**config.mk**
```make
export PLATFORM = sky130hd
export DESIGN_NAME = shift_add_mul
export DESIGN_NICKNAME = d
export VERILOG_FILES = /design/src/rtl/mul_pkg.sv /design/src/rtl/add.sv /design/src/rtl/shift_add_mul.sv
export SDC_FILE = /design/constraint.sdc
export NUM_CORES = 1
export LEC_CHECK = 0
export BUFFER_PORTS_ARGS = -buffer_cell sky130_fd_sc_hd__buf_4
export CORE_MARGIN = 5
export CORE_UTILIZATION = 30
export CTS_BUF_LIST = sky130_fd_sc_hd__clkbuf_2
export DETAILED_ROUTE_END_ITERATION = 6
export PLACE_DENSITY = 0.45
export SLEW_MARGIN = 20
export SYNTH_ARGS = -nofsm -noshare
export SYNTH_HDL_FRONTEND = slang
export SYNTH_SLANG_ARGS = --single-unit
```
**constraint.sdc**
```tcl
create_clock -name clk -period 2.8 [get_ports clk]
set_clock_uncertainty 0.15 [all_clocks]
set_input_delay 0.56 -clock clk [delete_from_list [all_inputs] [get_ports clk]]
set_output_delay 0.56 -clock clk [all_outputs]
set_load 0.03 [all_outputs]
```
**src/rtl/mul_pkg.sv**
```systemverilog
// Shared types and sizes for the sequential shift-and-add multiplier.
// Imported by shift_add_mul.
package mul_pkg;

    typedef enum logic [1:0] {
        IDLE,
        RUN,
        DONE
    } mul_state_t;

    localparam int OP_W   = 4;
    localparam int PROD_W = 8;
    localparam int ITERS  = 4;

endpackage

```
**src/rtl/add.sv**
```systemverilog
// 4-bit adder with carry in/out.
// Used as the per-iteration add stage of shift_add_mul.
module add (
    input  logic [3:0] a,
    input  logic [3:0] b,
    input  logic       cin,
    output logic [3:0] sum,
    output logic       cout
);

    logic [4:0] total;

    assign total       = {1'b0, a} + {1'b0, b} + {4'b0000, cin};
    assign {cout, sum} = total;

endmodule

```
**src/rtl/shift_add_mul.sv**
```systemverilog
// Sequential 4x4 unsigned shift-and-add multiplier.
// Start captures operands; four add/shift iterations; one-cycle done strobe.
module shift_add_mul
    import mul_pkg::*;
#(
    parameter int WIDTH = 4
) (
    input  logic                   clk,
    input  logic                   rst,
    input  logic                   start,
    input  logic [WIDTH-1:0]       a,
    input  logic [WIDTH-1:0]       b,
    output logic                   busy,
    output logic                   done,
    output logic [2*WIDTH-1:0]     product
);

    if (WIDTH != OP_W) begin : g_width_check
        $error("shift_add_mul: only WIDTH=4 is supported");
    end

    mul_state_t        state_q, state_d;
    logic [OP_W-1:0]   m_q, m_d;
    logic [OP_W-1:0]   acc_q, acc_d;
    logic [OP_W-1:0]   q_q, q_d;
    logic [1:0]        cnt_q, cnt_d;
    logic [PROD_W-1:0] prod_q, prod_d;

    logic [OP_W-1:0]   add_b;
    logic [OP_W-1:0]   add_sum;
    logic              add_cout;
    logic [OP_W-1:0]   acc_next;
    logic [OP_W-1:0]   q_next;

    assign add_b = q_q[0] ? m_q : '0;

    add u_add (
        .a    (acc_q),
        .b    (add_b),
        .cin  (1'b0),
        .sum  (add_sum),
        .cout (add_cout)
    );

    // Carry lands in A[3] after the shift; the bit shifted into C is always
    // zero, so C is implicit rather than stored.
    assign acc_next = {add_cout, add_sum[OP_W-1:1]};
    assign q_next   = {add_sum[0], q_q[OP_W-1:1]};

    always_comb begin
        state_d = state_q;
        m_d     = m_q;
        acc_d   = acc_q;
        q_d     = q_q;
        cnt_d   = cnt_q;
        prod_d  = prod_q;
        unique case (state_q)
            IDLE, DONE: begin
                if (start) begin
                    state_d = RUN;
                    m_d     = a;
                    q_d     = b;
                    acc_d   = '0;
                    cnt_d   = '0;
                end else begin
                    state_d = IDLE;
                end
            end
            RUN: begin
                acc_d = acc_next;
                q_d   = q_next;
                if (cnt_q == 2'(ITERS - 1)) begin
                    state_d = DONE;
                    prod_d  = {acc_next, q_next};
                end else begin
                    cnt_d = cnt_q + 2'd1;
                end
            end
            default: state_d = IDLE;
        endcase
    end

    always_ff @(posedge clk) begin
        if (rst) begin
            state_q <= IDLE;
            m_q     <= '0;
            acc_q   <= '0;
            q_q     <= '0;
            cnt_q   <= '0;
            prod_q  <= '0;
        end else begin
            state_q <= state_d;
            m_q     <= m_d;
            acc_q   <= acc_d;
            q_q     <= q_d;
            cnt_q   <= cnt_d;
            prod_q  <= prod_d;
        end
    end

    assign busy    = (state_q == RUN);
    assign done    = (state_q == DONE);
    assign product = prod_q;

endmodule

```
# [Yosys cells after proc, flatten, opt, wreduce, memory -nomap -nowiden]
# Index checks and enable logic that the tools add are counted.
# Widths: inputs -> output; s select.
[totals] register_bits=24 inputBits=11 output_inout_bits=10 word_cells=32
[classes] n_addsub=2 eq_ne=6 n_mux=11 reduce_logical=7
[ops] operator="$pmux 4 s2" count=2
[ops] operator="$mux 4" count=3
[ops] operator="$pmux 2 s2" count=2
[ops] operator="$mux 2" count=3
[ops] operator="$reduce_and 2->1" count=3
[ops] operator="$add 4x4->5" count=1
[ops] operator="$eq 2x2->1 const B" count=2
[ops] operator="$ne 2x2->1 const B" count=2
[ops] operator="$reduce_and 3->1" count=1
[ops] operator="$add 2x1->2 const B" count=1
[ops] operator="$eq 2x1->1 const B" count=1
[ops] operator="$logic_not 2->1" count=1
[ops] operator="$ne 2x1->1 const B" count=1
[ops] operator="$reduce_bool 2->1" count=1
[ops] operator="$reduce_or 2->1" count=1
[ops] operator="$mux 1" count=1

# [Longest topological paths before layout]
[depth] word_depth=4 mapped_depth=6 mapped_depth_nobuf=6

# [Cells and area by module]
# From an unflattened synthesis, not the netlist that was laid out.
[hier_totals] hier_cells=133 hier_area_um2=1097.3
[modules_own_cells] mod="shift_add_mul" instances=1 cells_per_inst=117 area_each_um2=953.4 seq_area_each_um2=480.5
[modules_own_cells] mod="add" instances=1 cells_per_inst=16 area_each_um2=143.9 seq_area_each_um2=0.0

# [Worst setup path before layout]
# Ideal clock, no wire load.
[synth_path] kind="flip-flop to flip-flop" startpoint="register q_q[0]" endpoint="register acc_q[3]" setup_ns=0.131 arrival_ns=1.488 required_time_ns=2.519 slack_ns=1.031 path_stages_with_launch=7 synth_period_minus_slack_ns=1.769 path_cell_list="dfxtp_1 > and2_1 > ha_1 > fa_1 > a21o_1 > a21oi_1 > o31ai_1"
[synth_via] elab_chain_len=3
[synth_lines] element="start: declaration" line_no="shift_add_mul.sv:25" rtl="logic [OP_W-1:0] q_q, q_d;"
[synth_lines] element="start signal: assignment" line_no="shift_add_mul.sv:95" rtl="q_q <= q_d;"
[synth_lines] element="$mux 4" line_no="shift_add_mul.sv:35" rtl="assign add_b = q_q[0] ? m_q : '0;"
[synth_lines] element="$add 4x4->5" line_no="add.sv:13" rtl="assign total = {1'b0, a} + {1'b0, b} + {4'b0000, cin};"
[synth_lines] element="$pmux 4 s2" line_no="shift_add_mul.sv:57" rtl="unique case (state_q)"
[synth_lines] element="end signal: assignment" line_no="shift_add_mul.sv:87" rtl="acc_q <= '0;"
[synth_lines] element="end signal: assignment" line_no="shift_add_mul.sv:94" rtl="acc_q <= acc_d;"
[synth_lines] element="end: declaration" line_no="shift_add_mul.sv:24" rtl="logic [OP_W-1:0] acc_q, acc_d;"
# Every way passes these cells.
# A chain may end at the register's enable or synchronous reset.

# [Worst setup path after layout]
[layout_path] startpoint="register state_q[1]" endpoint="output port busy"
[layout_via] elab_chain_len=1
[layout_lines] element="start: declaration" line_no="shift_add_mul.sv:22" rtl="mul_state_t state_q, state_d;"
[layout_lines] element="start signal: assignment" line_no="shift_add_mul.sv:92" rtl="state_q <= state_d;"
[layout_lines] element="$eq 2x1->1" line_no="shift_add_mul.sv:101" rtl="assign busy = (state_q == RUN);"
[layout_lines] element="end: declaration" line_no="shift_add_mul.sv:13" rtl="output logic busy,"
# Every way passes these cells.

==> summary.txt <==
Status
  – Status: finished, final reports clean

Hold path
  – HP Class: in -> reg
  – Worst hold path cell count: 3

Placed design
  – Placed cell areas: 0.00127 mm2
  – Gpl congestion: 0.744
  – Number of buffers added on ports: 20
  – HPWL after detailed placement: 1800 um

CTS
  – CTS tree: built
  – Resize count post-CTS: 0
  – Setup bufs post-CTS: 0
  – Depth of the CTS H-tree: 1
  – Hold Buf Count CTS: 0
  – Worst-skew pair later-pin latency: 340 ps
  – Clk slew on worst S/H paths: 240 ps
  – CTS Sinks: 24
  – Root buf cell: clkbuf_2
  – Max clock buf depth: 2
  – TritonCTS buffer count: 3

STA
  – Fin crit period: 2140 ps
  – Slew Viols, Final: 0
  – F_max: 467 MHz
  – Final hold viol count: 0
  – RSZ-0062 raised after global routing: no
  – Tightest Pin Transition: 595 ps
  – Relative slew slack: 60.4%
  – Worst hold slack: 273 ps
  – Final setup viols: 0
  – Setup TNS: 0 ps
  – Final period util: 76.5%

Synthesis
  – FF+latch count, synth: 24
  – Post-Syn Area per Cell: 8.71 um2
  – Seq/Total Area, Yosys: 43.8%
  – Post-synth cell types: 34
  – Synth area leader: dfxtp_1
  – Ys async rst share: 0%
  – Primary FF master, synth: dfxtp_1
  – Mapped Area: 0.00110 mm2
  – Synth Warn #: 0
  – Cells after Synth: 126
  – Number of flops mapped to enable cells by yosys: 0
  – Synthesized Nets: 143
  – Area contributors post-synth: dfxtp_1, nand2_1, a21oi_1, ha_1, a311oi_1
  – Yosys top cell area share: 43.8%

Drt
  – Drt pass-1 iters: 4
  – Wirelength per Cell: 12.9 um
  – Final Routed Wirelength: 2470 um
  – ANT nets after route: 0
  – Met2 wire length: 1160 um
  – Routed vias: 932
  – Met1 wire length: 1180 um
  – # DRC: 0
  – Via/cell ratio: 4.85
  – Top Layer Used: met4
  – Initial DRC Count: 48
  – WL met3: 88 um

Layout
  – Layout Nets: 162
  – Reg area: 480 um2
  – Area Growth Syn to Fin: 17.2%
  – Multi-input logic area: 562 um2
  – Share of cells above drive strength 1: 17.4%
  – Design area: 0.00129 mm2
  – Ant. Diodes: 0
  – Fill cell count: 399

Worst setup path
  – WP data required: 2090 ps
  – Crit start category: flip-flop
  – Largest fanout on the critical path: 20
  – Reg2Reg Depth: 6
  – Crit end category: output port
  – WS Path Type: reg -> out
  – CP arrival: 1430 ps

Floorplan
  – Rows: 22
  – Area of the core: 0.00361 mm2
  – Die area: 0.00497 mm2
  – Total I/O pin count: 21
  – Die Width: 70.5 um
  – DIE HEIGHT: 70.5 um
  – Starting density of the core: 30.4%

Pwr
  – Pwr Density: 442 mW/mm2
  – Leak Pwr: 0.547 nW
  – Maximum vdd ir drop: 0.130 mV

Global routing
  – All-Layer GR Usage: 10.8%
  – Global route overflow: 0
  – Vias in the first global route: 898
  – Pin count of the biggest net entering global routing: 25
  – Initial antenna violation count: 0
  – Global-route wire length before repair: 4290 um

Flow run
  – MaxCap Viol Count: 0
-- layer usage --
layer,global-route usage [%],vias up
li1,-,479
met1,14.1,432
met2,17.5,19
met3,1.44,2
met4,5.11,0
met5,0,-
-- worst max-delay path, cell delays in order, from the launching register on --
cell and delay (ps):
dfxtp_1 410, nand2b_1 110, buf_4 230, inv_1 140
buf_4 190
-- cell usage in the layout, fill, tap and decap left out, types with 3 or more instances in the layout --
cell type | netlist | final
a21oi_1 | 15 | 15
a311oi_1 | 4 | 4
and2_1 | 4 | 4
buf_4 | 1 | 21
clkbuf_2 | 0 | 3
dfxtp_1 | 24 | 24
ha_1 | 5 | 5
nand2_1 | 27 | 27
nand3_1 | 3 | 3
nand4_1 | 3 | 3
nor2_1 | 8 | 8
-- path summary, 6_finish.rpt --
kind / from / end / slack (ps)
hold reg to reg: product[3]$_SDFFE_PP0P_ / product[3]$_SDFFE_PP0P_ / 320
setup reg to reg: q_q[0]$_SDFFE_PP0P_ / product[7]$_SDFFE_PP0P_ / 910
setup / recovery: state_q[1]$_SDFFE_PP0P_ / busy / 660
hold / removal: a[0] / m_q[0]$_SDFFE_PP0P_ / 270
-- metrics by stage --
step                worst slack, ps  utilization, %  total power [mW]  std cells
finish                          658            35.7             0.568        192
CTS                             634            35.7             0.577        192
global route                    476            35.7             0.599        192
global placement                975            35.1             0.438        188
floorplan                      1030               -             0.415        126
detailed placement              934            35.1             0.439        188
-- cells in the mapped netlist, types with 3 or more instances --
cell / n
ha_1: 5
nand4_1: 3
nand3_1: 3
nor2_1: 8
nand2_1: 27
and2_1: 4
dfxtp_1: 24
a311oi_1: 4
a21oi_1: 15
-- state kept, by name (all words and copies together) (netlist names) --
signal   count
m_q          4
cnt_q        2
q_q          4
acc_q        4
state_q      2
product      8
-- final cells by class --
class | count | share of cell area, %
tap | 48 | 4.67
timing repair buffer | 21 | 12.3
clock buffer | 3 | 1.17
inverter | 2 | 0.584
clock inverter | 1 | 0.292
sequential | 24 | 37.4
multi-input combinational | 93 | 43.7
-- logic make-up (layout without fill, tap and decap cells) --
family | Yosys count | after routing | synth area share (%)
adders and majority gates | 6 | 6 | 7.53
AOI/OAI and AO/OA | 30 | 30 | 18.0
DFF | 24 | 24 | 43.8
and+or+nand+nor | 56 | 56 | 24.9
buffers and inverters | 9 | 27 | 5.02
xor gates and xnor gates | 1 | 1 | 0.798
-- report_power, final --
group	internal, mW	leakage (nW)	total [mW]	switching [mW]
logic	0.0273	0.338	0.0669	0.0395
clock network	0.0310	0.0140	0.137	0.106
registers	0.355	0.195	0.364	0.00928
total	0.413	0.547	0.568	0.155
Note: power is estimated with default switching activity, not from simulation.
